<file path="src/rtl/tube_display_ctrl_if.sv">
// -----------------------------------------------------------------------------
// tube_display_ctrl_if
//   CPU register bus into the tube display controller.
//
//   addr   : byte address within the block, addr[3:2] picks the register
//   we     : one-cycle write strobe
//   wdata  : write data
//   rdata  : read data, combinational from addr
//
//   master : CPU side (drives addr/we/wdata, receives rdata)
//   slave  : controller side
// -----------------------------------------------------------------------------
interface tube_display_ctrl_if;
  logic [3:0]  addr;
  logic        we;
  logic [31:0] wdata;
  logic [31:0] rdata;

  modport master (output addr, output we, output wdata, input rdata);
  modport slave  (input addr, input we, input wdata, output rdata);
endinterface

</file>
<file path="src/rtl/tube_display_ctrl.sv">
// -----------------------------------------------------------------------------
// tube_display_ctrl
//   Memory-mapped controller for two 4-digit digital tubes (8 hex digits).
//   Holds the CPU display value, per-tube enables and blink setup, and hands
//   the tubes to a debug source on request. Every ownership switch is held
//   for at least HOLD_CYCLES cycles so the display cannot flicker.
//   The low tube takes tube_data[15:0], the high tube tube_data[31:16].
//
//   Registers (addr[3:2]):
//     0 DATA      rw  display value
//     1 CTRL      rw  bit0 en0, bit1 en1, bit2 blink
//     2 BLINK_DIV rw  blink half-period in cycles (0 freezes the blink)
//     3 STATUS    ro  bit0 src (1 = debug), bit1 blink phase, bit2 hold busy
//
//   Ports:
//     clk       system clock
//     reset     synchronous, active-high reset
//     bus       CPU register bus (slave modport)
//     dbg_req   debug source requests the display (level)
//     dbg_data  debug value to show
//     tube_data registered value to the tubes
//     tube_en   registered tube enables, bit0 low tube, bit1 high tube
// -----------------------------------------------------------------------------
module tube_display_ctrl #(
  parameter logic [31:0] HOLD_CYCLES   = 32'd1_000_000,
  parameter logic [31:0] BLINK_DEFAULT = 32'd12_500_000
) (
  input  logic                clk,
  input  logic                reset,
  tube_display_ctrl_if.slave  bus,
  input  logic                dbg_req,
  input  logic [31:0]         dbg_data,
  output logic [31:0]         tube_data,
  output logic [1:0]          tube_en
);

  typedef enum logic {S_CPU = 1'b0, S_DBG = 1'b1} src_e;

  logic [31:0] data_q;
  logic [2:0]  ctrl_q;
  logic [31:0] div_q;
  logic [31:0] bcnt_q;
  logic        phase_q;
  src_e        src_q;
  logic [31:0] hold_q;

  logic wr_data, wr_ctrl, wr_div, blink_clear;
  logic unused_addr_bits;

  // Byte lanes within a word are not decoded.
  assign unused_addr_bits = ^bus.addr[1:0];

  assign wr_data = bus.we && (bus.addr[3:2] == 2'd0);
  assign wr_ctrl = bus.we && (bus.addr[3:2] == 2'd1);
  assign wr_div  = bus.we && (bus.addr[3:2] == 2'd2);

  // A CTRL write that clears blink must beat a phase toggle landing on the
  // same edge, so the incoming write is looked at, not just the stored bit.
  assign blink_clear = !ctrl_q[2] || (wr_ctrl && !bus.wdata[2]);

  // Register file and blink engine.
  // NOTE: every flop, including the config registers, is reset; sequential
  // state is only ever assigned with <= so all flops see pre-edge values.
  always_ff @(posedge clk) begin
    if (reset) begin
      data_q  <= '0;
      ctrl_q  <= 3'b011;
      div_q   <= BLINK_DEFAULT;
      bcnt_q  <= '0;
      phase_q <= 1'b1;
    end else begin
      if (wr_data) data_q <= bus.wdata;
      if (wr_ctrl) ctrl_q <= bus.wdata[2:0];
      if (wr_div)  div_q  <= bus.wdata;

      if (blink_clear) begin
        bcnt_q  <= '0;
        phase_q <= 1'b1;
      end else if (wr_div) begin
        bcnt_q  <= '0;                      // restart the half-period, keep phase
      end else if (div_q != '0) begin
        if (bcnt_q + 32'd1 == div_q) begin
          bcnt_q  <= '0;
          phase_q <= ~phase_q;
        end else begin
          bcnt_q  <= bcnt_q + 32'd1;
        end
      end
    end
  end

  // Source arbitration with hold-off, plus the registered tube outputs.
  always_ff @(posedge clk) begin
    if (reset) begin
      src_q     <= S_CPU;
      hold_q    <= '0;
      tube_data <= '0;
      tube_en   <= 2'b11;
    end else begin
      tube_data <= (src_q == S_DBG) ? dbg_data : data_q;
      tube_en   <= (src_q == S_DBG) ? 2'b11 : (ctrl_q[1:0] & {2{phase_q}});

      if (hold_q != '0) begin
        hold_q <= hold_q - 32'd1;           // still locked, no switch allowed
      end else begin
        case (src_q)
          S_CPU: if (dbg_req) begin
            src_q  <= S_DBG;
            hold_q <= HOLD_CYCLES - 32'd1;
          end
          S_DBG: if (!dbg_req) begin
            src_q  <= S_CPU;
            hold_q <= HOLD_CYCLES - 32'd1;
          end
          default: src_q <= S_CPU;
        endcase
      end
    end
  end

  // Read mux.
  // NOTE: rdata gets a default before the case so no latch can be inferred.
  always_comb begin
    bus.rdata = '0;
    case (bus.addr[3:2])
      2'd0: bus.rdata = data_q;
      2'd1: bus.rdata = {29'd0, ctrl_q};
      2'd2: bus.rdata = div_q;
      2'd3: bus.rdata = {29'd0, (hold_q != '0), phase_q, (src_q == S_DBG)};
      default: bus.rdata = '0;
    endcase
  end

endmodule

</file>
<file path="src/flat_wrapper.sv">
// flat-port wrapper written by rule: the top's interface ports become plain ports
module tube_display_ctrl_flat 
#(
  parameter logic [31:0] HOLD_CYCLES   = 32'd1_000_000,
  parameter logic [31:0] BLINK_DEFAULT = 32'd12_500_000
)
  (clk, reset, dbg_req, dbg_data, tube_data, tube_en, bus_addr, bus_we, bus_wdata, bus_rdata);
  tube_display_ctrl_if bus_i ();
  input  logic clk;
  input  logic reset;
  input  logic dbg_req;
  input  logic [31:0] dbg_data;
  output logic [31:0] tube_data;
  output logic [1:0] tube_en;
  input wire logic [$bits(bus_i.addr)-1:0] bus_addr;
  input wire logic [$bits(bus_i.we)-1:0] bus_we;
  input wire logic [$bits(bus_i.wdata)-1:0] bus_wdata;
  output wire logic [$bits(bus_i.rdata)-1:0] bus_rdata;
  assign bus_i.addr = bus_addr;
  assign bus_i.we = bus_we;
  assign bus_i.wdata = bus_wdata;
  assign bus_rdata = bus_i.rdata;
  tube_display_ctrl #(.HOLD_CYCLES(HOLD_CYCLES), .BLINK_DEFAULT(BLINK_DEFAULT)) u_core (.clk(clk), .reset(reset), .bus(bus_i), .dbg_req(dbg_req), .dbg_data(dbg_data), .tube_data(tube_data), .tube_en(tube_en));
endmodule
</file>
<file path="config.mk">
export PLATFORM = sky130hd
export DESIGN_NAME = tube_display_ctrl_flat
export DESIGN_NICKNAME = d
export VERILOG_FILES = /design/src/rtl/tube_display_ctrl_if.sv /design/src/rtl/tube_display_ctrl.sv /design/src/flat_wrapper.sv
export SDC_FILE = /design/constraint.sdc
export NUM_CORES = 1
export LEC_CHECK = 0
export BUFFER_PORTS_ARGS = -buffer_cell sky130_fd_sc_hd__buf_2
export CAP_MARGIN = 20
export CORE_UTILIZATION = 57
export DETAILED_ROUTE_END_ITERATION = 6
export GPL_TIMING_DRIVEN = 0
export PLACE_DENSITY = 0.8
export RECOVER_POWER = 25
export SYNTH_ARGS = -nofsm -noshare
export SYNTH_HDL_FRONTEND = slang
export SYNTH_SLANG_ARGS = --single-unit
</file>
<file path="constraint.sdc">
create_clock -name clk -period 3.6 [get_ports clk]
set_input_delay 0.18 -clock clk [delete_from_list [all_inputs] [get_ports clk]]
set_output_delay 0.18 -clock clk [all_outputs]
set_load 0.02 [all_outputs]
</file>
## Yosys cells after proc, flatten, opt, wreduce, memory -nomap -nowiden

Index checks and enable logic that the tools add are counted.

- Flip-flop bits (word level): 167
- Bits in latches: 0
- Memory bits (writable): 0
- ROM bits: 0
- Input port bits: 72
- Output and inout port bits: 66
- Word-level logic and storage cells: 44
- Memories: 0

- Add/sub/neg operators: 2
- Multipliers: 0
- Div/mod/pow operators: 0
- $lt $le $gt $ge: 0
- Eq/ne operators: 6
- Shift-type cells: 0
- Mux-type cells: 8
- Bitwise gates (word level): 4
- Reduce and logical (&&, ||, !) cells: 15

Operator list:

| kind | number |
|---|---|
| 2-to-1 mux 32 bit | 5 |
| one-hot mux 32 bit (4 select lines) | 1 |
| one-hot mux 32 bit (2 select lines) | 1 |
| nonzero test 32 bit | 2 |
| adder 32 x 1 -> 32 bit (second input constant) | 1 |
| equality test 32 bit | 1 |
| subtractor 32 x 1 -> 32 bit (second input constant) | 1 |
| equality test 2 bit (second input constant) | 2 |
| logical AND 1 bit | 4 |
| OR reduction 2 bit | 2 |
| inequality test 3 x 2 -> 1 bit (second input constant) | 1 |
| inequality test 3 bit (second input constant) | 1 |
| inverter 1 bit | 3 |
| AND reduction 3 bit | 1 |
| OR reduction 3 bit | 1 |
| AND 2 bit | 1 |
| equality test 2 x 1 -> 1 bit (second input constant) | 1 |
| logical NOT 1 bit | 2 |
| logical NOT 2 bit | 1 |
| AND reduction 2 bit | 1 |
| logical OR 1 bit | 1 |
| 2-to-1 mux 1 bit | 1 |

## Depth between registers and ports, before layout

Gate-level depths: netlist of the first run.

- Depth in word-level cells: 5
- Depth in mapped cells: 11
- Gate-level depth less buffers: 10

## Worst setup path after synthesis of the first run

Ideal clock, no wire load.

- Kind: reg2reg
- Start point: register u_core.bcnt_q[0]
- End point: register u_core.bcnt_q[26]
- Library setup time: 129 ps
- Arrival time: 2,853 ps
- Data required time: 3,471 ps
- Slack: 617 ps
- Cell stages (with the launch flop): 12
- Path buffers: 2
- Period minus slack after synthesis: 2,983 ps
- Cell sequence: dfxtp_1 > ha_1 > nand3_4 > or4_4 > xnor2_1 > or4_1 > a2111oi_2 > and4_4 > buf_6 > buf_8 > a2bb2oi_1 > a21oi_1

- Cells in the longest elaborated chain, start to end: 3

RTL lines:

| item | RTL line | RTL |
|---|---|---|
| start: declaration | tube_display_ctrl.sv:42 | `logic [31:0] bcnt_q;` |
| start signal: assignment | tube_display_ctrl.sv:86 | `bcnt_q <= bcnt_q + 32'd1;` |
| adder 32 x 1 -> 32 bit * | tube_display_ctrl.sv:82, tube_display_ctrl.sv:86 |  |
| equality test 32 bit | tube_display_ctrl.sv:82 | `if (bcnt_q + 32'd1 == div_q) begin` |
| 2-to-1 mux 32 bit * | tube_display_ctrl.sv:82 |  |

Mark *: on every way between the ends. The rest lies on a longest branch, timed or not.
A chain may end at the register's enable or synchronous reset.

## Worst setup path in the final report of the first run

Same ends and word-level chain as after synthesis.

==> results.md, run 1 <==
- Status: completed
- Ys flop type: dfxtp_1
- Drt initial violations: 759
- Die width: 124 µm
- Vias in the first global route: 7,772
- Row count: 44
- CTS Buf Count: 17
- Reg2Reg Setup Slack: about 57 ps
- Routed WL: 26,200 µm
- Hold EP: u_core.tube_data[9]
- CTS tree: yes
- Worst vdd ir: 0.000528 V
- I/O pins: 138
- Router iterations before antenna repair: 5
- Post-synth ARST share: 0
- Clock tree buffer depth: 2
- Fin crit share: 0.984
- Fraction of layout cells with a size suffix above 1: 0.160
- RSZ-0062 raised after global routing: no
- Leak: 3.96 nW
- Post-synth top area cell: dfxtp_1
- Synth unique cells: 74
- Port Buffers: roughly 130
- Endpoints failing setup: 0
- Max Fclk: 0.282 GHz
- Register-to-Register Path Depth: 11
- Clock period minus worst slack: 3540 ps
- CP peak stage delay: 730 ps
- Min-Delay Path Depth: 3
- Final Hold Viols: 0
- Clock-pin slew on the worst setup and hold paths: 70 ps
- Max cap viols: 0
- Hold Slack: 0.947 ps
- CP cell instances: ha_2 > nand3_4 > nor2_4 > nand4_1 > or4b_2 > a22oi_1 > and4_4 > buf_6 > buf_8 > a2bb2oi_1 > a21oi_1
- # DRC: 0
- Antenna Cells: 0
- Number of synthesized flops with an enable pin: 0
- First-pass GRT wire length: 40,000 µm
- Post-synth top cells: nand2_1, dfxtp_1, nor2_1
- H-tree depth: 4
- DIE AREA: 0.0154 mm²
- Worst hold path type: input port to flip-flop
- Hold Startpoint: dbg_data[9]
- Critical path's slowest cell: or4b_2
- Vias: 8,380
- Setup CP Type: flip-flop to flip-flop
- Root Buffer: clkbuf_16
- Worst EP required: between 3000 and 4000 ps
- Routability cong.: 0.950
- Synthesized area: ~0.0085 mm²
- Initial cell density of the core: 0.583
- Total track usage: 0.351
- Latest clock arrival within the worst-skew pair: 440 ps
- Worst Setup Start Kind: flip-flop
- Post-Syn Instances: 1,026
- Worst slew margin: 0.282
- Post-synth top area share: 0.395
- Synth Area per Inst: 8.26 µm²
- Worst Tran Pin Value: between 1000 and 1500 ps
- ANT nets after route: 0
- Sequential share of the synthesized area: 0.395
- Post-DP HPWL: 18,100 µm
- Clk sinks: about 170
- CP Capture Type: flip-flop
- GRT overflow: 0
- DR vias/cell: 5.89
- Wirelength per Cell: 18.4 µm
- Area contributors post-synth: dfxtp_1, nand2_1, mux2i_1
- Setup Skew: roughly 10 ps
- Crit path DAT: 3840 ps
- Most frequent cell after synthesis: nand2_1
- Synth Register Bits: around 170
- Pwr Density: 521 mW/mm²
- Nets: 1,299
- TNS Setup: 0 ps
- Total core area: ~0.015 mm²
- Largest net degree at the start of global routing: 17
- Largest fanout on the critical path: 10
- Max-slew violations: 0
- Initial antenna violation count: 0
- Synth warn: 0
- Area Overhead vs Synth: 23.0%
- Synthesized Nets: 1,100
- Reg2Reg Launch Point: u_core.bcnt_q[0]
- Fill cells: approximately 1,200
- Die Span Y: roughly 120 µm
- Reg-to-Reg End: u_core.bcnt_q[26]
## layout by cell type, fill, tap and decap left out, types with 20 or more instances in the layout
cell type,Yosys,layout
a21oi_1,77,77
dfxtp_1,167,167
nor4_1,21,20
buf_2,5,103
nand4_1,20,20
dlygate4sd3_1,1,47
xor2_1,37,37
xnor2_1,45,45
mux2i_1,63,63
nand2_1,189,189
clkbuf_1,43,80
nor2_1,138,138
nand3b_1,20,20
## stage by stage
step / worst slack, ps / std cells / util / total power, W / area (µm²)
detailed placement: 59.8 / 1342 / 0.644 / 0.00348 / 9370
global route: 22.0 / 1422 / 0.717 / 0.00567 / 10400
floorplan: 617 / 1026 / - / 0.00316 / 8470
global placement: 168 / 1342 / 0.644 / 0.00346 / 9370
finish: 56.8 / 1422 / 0.717 / 0.00544 / 10400
CTS: 21.5 / 1420 / 0.718 / 0.00539 / 10400
## area by class of cell
cell class,count,area (µm²),area share
plain buffers,69,394,0.0378
clock buffers,21,470,0.0451
clock inverters,11,136,0.0131
inverters,7,26.3,0.00252
multi-input cells,783,4730,0.454
flip-flops and latches,167,3340,0.321
well taps,184,230,0.0221
repair buffers,180,1090,0.105
## flip-flops by register name, summed over array words and instances (netlist names)
register and count:
u_core.data_q 32, u_core.hold_q 32, u_core.bcnt_q 32, u_core.phase_q 1
u_core.src_q 1, u_core.ctrl_q 3, u_core.tube_en 2, u_core.tube_data 32
u_core.div_q 32
## logic make-up (layout without fill, tap and decap cells)
group | count (synthesis) | count (layout) | share of synthesized area
xor+xnor | 82 | 82 | 0.0847
buf+inv | 76 | 288 | 0.0496
compound gates | 133 | 133 | 0.0945
fa+ha+maj | 2 | 2 | 0.00295
flops | 167 | 167 | 0.395
mux | 66 | 66 | 0.0824
simple gates | 500 | 500 | 0.291
## metal layers
metal,vias up,routed length (µm),global-route usage
met5,-,0,0
met4,0,884,0.161
met3,81,2210,0.0696
met2,451,12700,0.602
met1,3910,10500,0.422
li1,3938,-,-
## what timing repair did
action	in CTS	in global routing
setup buffers	0	2
hold endpoints to repair	54	0
hold buffers	46	0
endpoints found under the setup margin	1	21
pin swaps	0	1
gates resized for setup	1	4
cloned	0	0
## where the power goes
group          switching, W  internal, W  leakage, nW
Combinational      0.000787     0.000572         2.31
Sequential         0.000161      0.00202         1.36
Clock              0.000805      0.00109        0.297
Total               0.00175      0.00368         3.96
## critical path, delay by kind of cell, from the launching register on
kind / cells / cell delay, ps
AO/OA/AOI/OAI: 3 / 630
adder cells (fa/ha/maj): 1 / 280
buffers and inverters: 2 / 330
flip-flops: 1 / 460
AND/OR/NAND/NOR: 5 / 1680
## how the worst max path moves through the flow
stage	startpoint	endpoint	slack [ps]	cells past startpoint
floorplan	u_core.bcnt_q[0]	u_core.bcnt_q[26]	620	11
global placement	u_core.bcnt_q[2]	u_core.bcnt_q[28]	170	10
detailed placement	u_core.bcnt_q[2]	u_core.bcnt_q[26]	60	10
CTS	u_core.bcnt_q[0]	u_core.bcnt_q[26]	20	11
global route	u_core.bcnt_q[0]	u_core.bcnt_q[26]	20	11
finish	u_core.bcnt_q[0]	u_core.bcnt_q[26]	60	11
Power figures use the tool's default switching activity.
==> inputs of run 2 (changes only) <==
--- a/config.mk
+++ b/config.mk
@@ -7,10 +7,10 @@
 export LEC_CHECK = 0
 export BUFFER_PORTS_ARGS = -buffer_cell sky130_fd_sc_hd__buf_2
 export CAP_MARGIN = 20
-export CORE_UTILIZATION = 57
+export CORE_ASPECT_RATIO = 1.75
+export CORE_UTILIZATION = 30
 export DETAILED_ROUTE_END_ITERATION = 6
 export GPL_TIMING_DRIVEN = 0
-export PLACE_DENSITY = 0.8
 export RECOVER_POWER = 25
 export SYNTH_ARGS = -nofsm -noshare
 export SYNTH_HDL_FRONTEND = slang
==> results.md, run 2 (synthesis gave the netlist of run 1 again) <==
- Status: completed
- Commonest non-fill, non-tap cell in the layout: nand2_1
- H-tree depth: 4
- Fin crit share: 0.962
- Commonest cells after routing, fill and taps aside: nand2_1, dfxtp_1, nor2_1
- Reg2Reg Setup Slack: 140 ps
- Reg2Reg Launch Point: u_core.hold_q[0]
- Die width: 129 µm
- Largest fanout on the critical path: 6
- Clock period minus worst slack: 3460 ps
- Pre-CTS setup slack: 58.5 ps
- Storage cell area: 0.00334 mm²
- RSZ-0062 raised after global routing: no
- Latest clock arrival within the worst-skew pair: 450 ps
- Row count: 81
- Max-slew violations: 0
- Critical Path Sink: u_core.hold_q[30]
- GRT overflow: 0
- Post-DP HPWL: 21,900 µm
- Worst Setup Start Kind: flip-flop
- Worst EP required: 3920 ps
- Crit path launch: u_core.hold_q[0]
- Initial antenna violation count: 0
- Total core area: 0.0279 mm²
- Fill cells: about 2,900
- Most frequent CP cell: nor2_1
- CP cell instances: inv_1 > ha_1 > or4b_2 > nor4_1 > nand4_1 > buf_4 > nor2_1 > nor4b_1 > nor2b_1 > xnor2_1 > nor2_1
- CTS Buf Count: 17
- Routed WL: 28,900 µm
- Drt initial violations: 332
- ANT nets after route: 0
- Initial cell density of the core: 0.304
- DIE AREA: between 0.02 and 0.03 mm²
- Area Overhead vs Synth: 27.3%
- Largest net degree at the start of global routing: 17
- Worst Tran Pin Value: 1110 ps
- Reg-to-Reg End: u_core.hold_q[30]
- Final Hold Viols: 0
- Worst hold path type: input port to flip-flop
- Fraction of layout cells with a size suffix above 1: 0.159
- # DRC: 0
- Setup Skew: 10.8 ps
- Fin area: between 0.01 and 0.015 mm²
- CTS tree: yes
- Clk sinks: 167
- Register-to-Register Path Depth: 11
- Setup WS post-layout: 137 ps
- Vias: 8,146
- Antenna Cells: 0
- I/O pins: ~140
- Worst slew margin: 0.263
- Critical path's slowest cell: or4b_2
- Pwr Density: 498 mW/mm²
- DR vias/cell: 5.01
- Max Fclk: 0.289 GHz
- Placed Area: 0.00962 mm²
- Die Span Y: between 200 and 250 µm
- Port Buffers: 132
- Clock-pin slew on the worst setup and hold paths: 70 ps
- Max cap viols: 0
- Root Buffer: clkbuf_16
- Worst vdd ir: 0.000393 V
- TNS Setup: 0 ps
- Clock tree buffer depth: 2
- Router iterations before antenna repair: 6
- First-pass GRT wire length: 44,500 µm
- Total track usage: 0.206
- CP Capture Type: flip-flop
- Setup CP Type: flip-flop to flip-flop
- Leak: 4.00 nW
- Vias in the first global route: 8,263
- Area of the multi-input gates: 0.00473 mm²
- CP peak stage delay: between 600 and 700 ps
- Crit path DAT: 3780 ps
- Routability cong.: 0.948
- Wirelength per Cell: 17.8 µm
- Nets: 1,317
- Endpoints failing setup: 0
-- run 2: layout make-up --
class                   count  share of cell area
plain buffers              69              0.0365
clock buffers              18              0.0407
clock inverters            10              0.0101
inverters                   7             0.00244
multi-input cells         783               0.438
flip-flops and latches    167               0.310
well taps                 373              0.0433
repair buffers            198               0.118
-- run 2: per-layer routing --
metal / global-route usage / vias up / part of all wire
met5: 0 / - / 0
met4: 0.158 / 0 / 0.073
met3: 0.0397 / 110 / 0.042
met2: 0.378 / 238 / 0.53
met1: 0.200 / 3836 / 0.36
li1: - / 3962 / -
-- run 2: worst max-delay path: cells and delay by family, from the launching register on --
kind                       cells  cell delay [ps]
xor gates and xnor gates       1              130
adders and majority gates      1              190
buffers and inverters          2              310
DFF                            1              350
and+or+nand+nor                7             2340
-- run 2: repair_timing --
action	in CTS	in global routing
buffers inserted	2	1
resized for setup	0	5
hold buffers	62	0
endpoints found under the setup margin	1	21
hold endpoints to repair	93	0
pin swaps	1	1
-- run 2: worst min path at each step --
stage / start / end / slack [ps] / cells past startpoint
5_1_grt: bus_wdata[21] / u_core.div_q[21] / 30 / 3
3_5_place_dp: bus_wdata[11] / u_core.div_q[11] / 410 / 3
2_1_floorplan: bus_wdata[10] / u_core.div_q[10] / 300 / 2
3_3_place_gp: bus_wdata[18] / u_core.div_q[18] / 410 / 3
6_report: bus_wdata[21] / u_core.div_q[21] / 20 / 3
4_1_cts: bus_wdata[21] / u_core.div_q[21] / 0.3 / 3
-- run 2: metrics by stage --
step / util / hold slack, ps / total power [W] / instances
after floorplan: - / 301 / 0.00316 / 1026
after CTS: 0.388 / 0.321 / 0.00542 / 1624
after global routing: 0.387 / 27.2 / 0.00563 / 1625
after global placement: 0.345 / 406 / 0.00354 / 1531
after detailed placement: 0.345 / 407 / 0.00355 / 1532
final: 0.387 / 20.5 / 0.00537 / 1625
-- run 2: where the power goes --
group          total, W  internal, W  switching [W]
clock network   0.00179      0.00102       0.000777
logic           0.00140     0.000586       0.000810
registers       0.00218      0.00202       0.000162
==> inputs of run 3 (changes only) <==
--- a/config.mk
+++ b/config.mk
@@ -7,10 +7,13 @@
 export LEC_CHECK = 0
 export BUFFER_PORTS_ARGS = -buffer_cell sky130_fd_sc_hd__buf_2
 export CAP_MARGIN = 20
+export CELL_PAD_IN_SITES_DETAIL_PLACEMENT = 2
+export CELL_PAD_IN_SITES_GLOBAL_PLACEMENT = 2
 export CORE_ASPECT_RATIO = 1.75
 export CORE_UTILIZATION = 30
 export DETAILED_ROUTE_END_ITERATION = 6
 export GPL_TIMING_DRIVEN = 0
+export PLACE_DENSITY_LB_ADDON = 0.1
 export RECOVER_POWER = 25
 export SYNTH_ARGS = -nofsm -noshare
 export SYNTH_HDL_FRONTEND = slang
==> results.md, run 3 (synthesis gave the netlist of run 1 again) <==
- Status: completed
- Nets: 1,316
- Row count: 81
- CTS tree: yes
- H-tree depth: 4
- Wirelength per Cell: ~21 µm
- RSZ-0062 raised after global routing: no
- Setup WS post-layout: between 100 and 150 ps
- Crit path DAT: between 3000 and 4000 ps
- CP Capture Type: flip-flop
- First-pass GRT wire length: 52,400 µm
- Clock-pin slew on the worst setup and hold paths: 70 ps
- Initial antenna violation count: 0
- Vias: just over 8,000
- Commonest non-fill, non-tap cell in the layout: nand2_1
- Drt initial violations: about 230
- Pint: about 0.0036 W
- Worst vdd ir: 0.000359 V
- # DRC: 0
- Max cap viols: 0
- Vias in the first global route: 9,060
- Die Span Y: 224 µm
- Port Buffers: 132
- Hold EP: u_core.div_q[3]
- Pre-CTS setup slack: -127 ps
- Reg-to-Reg End: u_core.bcnt_q[24]
- Fraction of layout cells with a size suffix above 1: 0.160
- Hold Startpoint: bus_wdata[3]
- Worst EP required: 3920 ps
- Fin area: 0.0108 mm²
- Initial cell density of the core: 0.304
- Setup Skew: between 10 and 15 ps
- I/O pins: 138
- Antenna Cells: 0
- Max Fclk: 0.290 GHz
- Routability cong.: 0.792
- Pwr Density: between 500 and 600 mW/mm²
- DIE AREA: 0.0290 mm²
- Latest clock arrival within the worst-skew pair: roughly 460 ps
- Clock tree buffer depth: 2
- Reg2Reg Launch Point: u_core.bcnt_q[1]
- Area Overhead vs Synth: 27.3%
- Worst hold path type: input port to flip-flop
- Endpoints failing setup: 0
- CTS Buf Count: 17
- Routed WL: ~34,000 µm
- Register-to-Register Path Depth: 11
- ANT nets after route: 0
- Setup CP Type: flip-flop to flip-flop
- Die width: between 100 and 150 µm
- Post-DP HPWL: approximately 26,000 µm
- Root Buffer: clkbuf_16
- Commonest cells after routing, fill and taps aside: nand2_1, dfxtp_1, nor2_1
- Worst Setup Start Kind: flip-flop
- Flop pwr share: 0.403
- Fill cells: approximately 3,300
- Max-slew violations: 0
- Gate power share: 0.261
- Fin crit share: 0.959
- Clock period minus worst slack: 3450 ps
- Leak: roughly 4 nW
- Final Hold Viols: 0
- Sw frac: 0.342
- Placed Area: 0.00960 mm²
- Clock power share: 0.337
- Total track usage: 0.247
- Total core area: 0.0279 mm²
- Worst slew margin: 0.257
- Worst Tran Pin Value: 1110 ps
- Largest net degree at the start of global routing: 17
- Clk sinks: 167
- Router iterations before antenna repair: 4
- Switch Pwr: 0.00187 W
- Reg2Reg Setup Slack: 150 ps
- DR vias/cell: about 5.1
- Largest fanout on the critical path: 10
- GRT overflow: 0
- Min-Delay Path Depth: 3
-- run 3: worst max-delay path, cell delays in order (launching register included) --
cell and delay (ps):
dfxtp_1 410, ha_2 280, nand3_4 170, nor2_4 210, nand4_1 260, or4b_2 760
a22oi_1 300, and4_4 350, buf_6 160, buf_8 140, a2bb2oi_1 170, a21oi_1 80
-- run 3: power by group through the flow --
stage / registers, W / logic [W] / clock network [W]
finish: 0.00219 / 0.00142 / 0.00184
global placement: 0.00223 / 0.00134 / 0
detailed placement: 0.00223 / 0.00138 / 0
global route: 0.00222 / 0.00158 / 0.00195
floorplan: 0.00222 / 0.000940 / 0
CTS: 0.00219 / 0.00145 / 0.00188
-- run 3: cell type report --
type / count / area, µm² / area share
repair buffers: 197 / 1260 / 0.117
plain buffers: 69 / 394 / 0.0365
well taps: 373 / 467 / 0.0433
clock inverters: 13 / 120 / 0.0111
clock buffers: 19 / 443 / 0.0411
multi-input cells: 783 / 4730 / 0.438
flip-flops and latches: 167 / 3340 / 0.310
inverters: 7 / 26.3 / 0.00244
-- run 3: metal layers --
layer	vias up	GRT usage	part of all wire
met1	4118	0.237	0.36
met5	-	0	0
met4	0	0.142	0.046
met2	135	0.488	0.58
li1	3969	-	-
met3	64	0.0324	0.023
-- run 3: how the worst max path moves through the flow --
stage                            startpoint                end
after floorplan            u_core.bcnt_q[0]  u_core.bcnt_q[26]
after global placement     u_core.bcnt_q[0]  u_core.bcnt_q[26]
after detailed placement   u_core.bcnt_q[0]  u_core.bcnt_q[24]
after CTS                 u_core.bcnt_q[10]  u_core.bcnt_q[24]
after global routing       u_core.bcnt_q[1]  u_core.bcnt_q[28]
final                      u_core.bcnt_q[1]  u_core.bcnt_q[24]
-- run 3: through the flow --
stage	power, W	hold slack (ps)	util	std cells	TNS, ps
finish	0.00545	29.8	0.387	1628	0
global route	0.00574	39.6	0.387	1628	0
CTS	0.00553	5.77	0.388	1628	0
detailed placement	0.00361	421	0.345	1531	-1520
global placement	0.00357	413	0.345	1531	-928
floorplan	0.00316	301	-	1026	0
-- run 3: repair_timing --
action,in CTS,in global routing
setup buffers,2,0
gates cloned,0,0
gates resized for setup,2,4
hold buffers,63,0
endpoints found under the hold margin,92,0
setup endpoints to repair,25,22
pin swaps,1,1
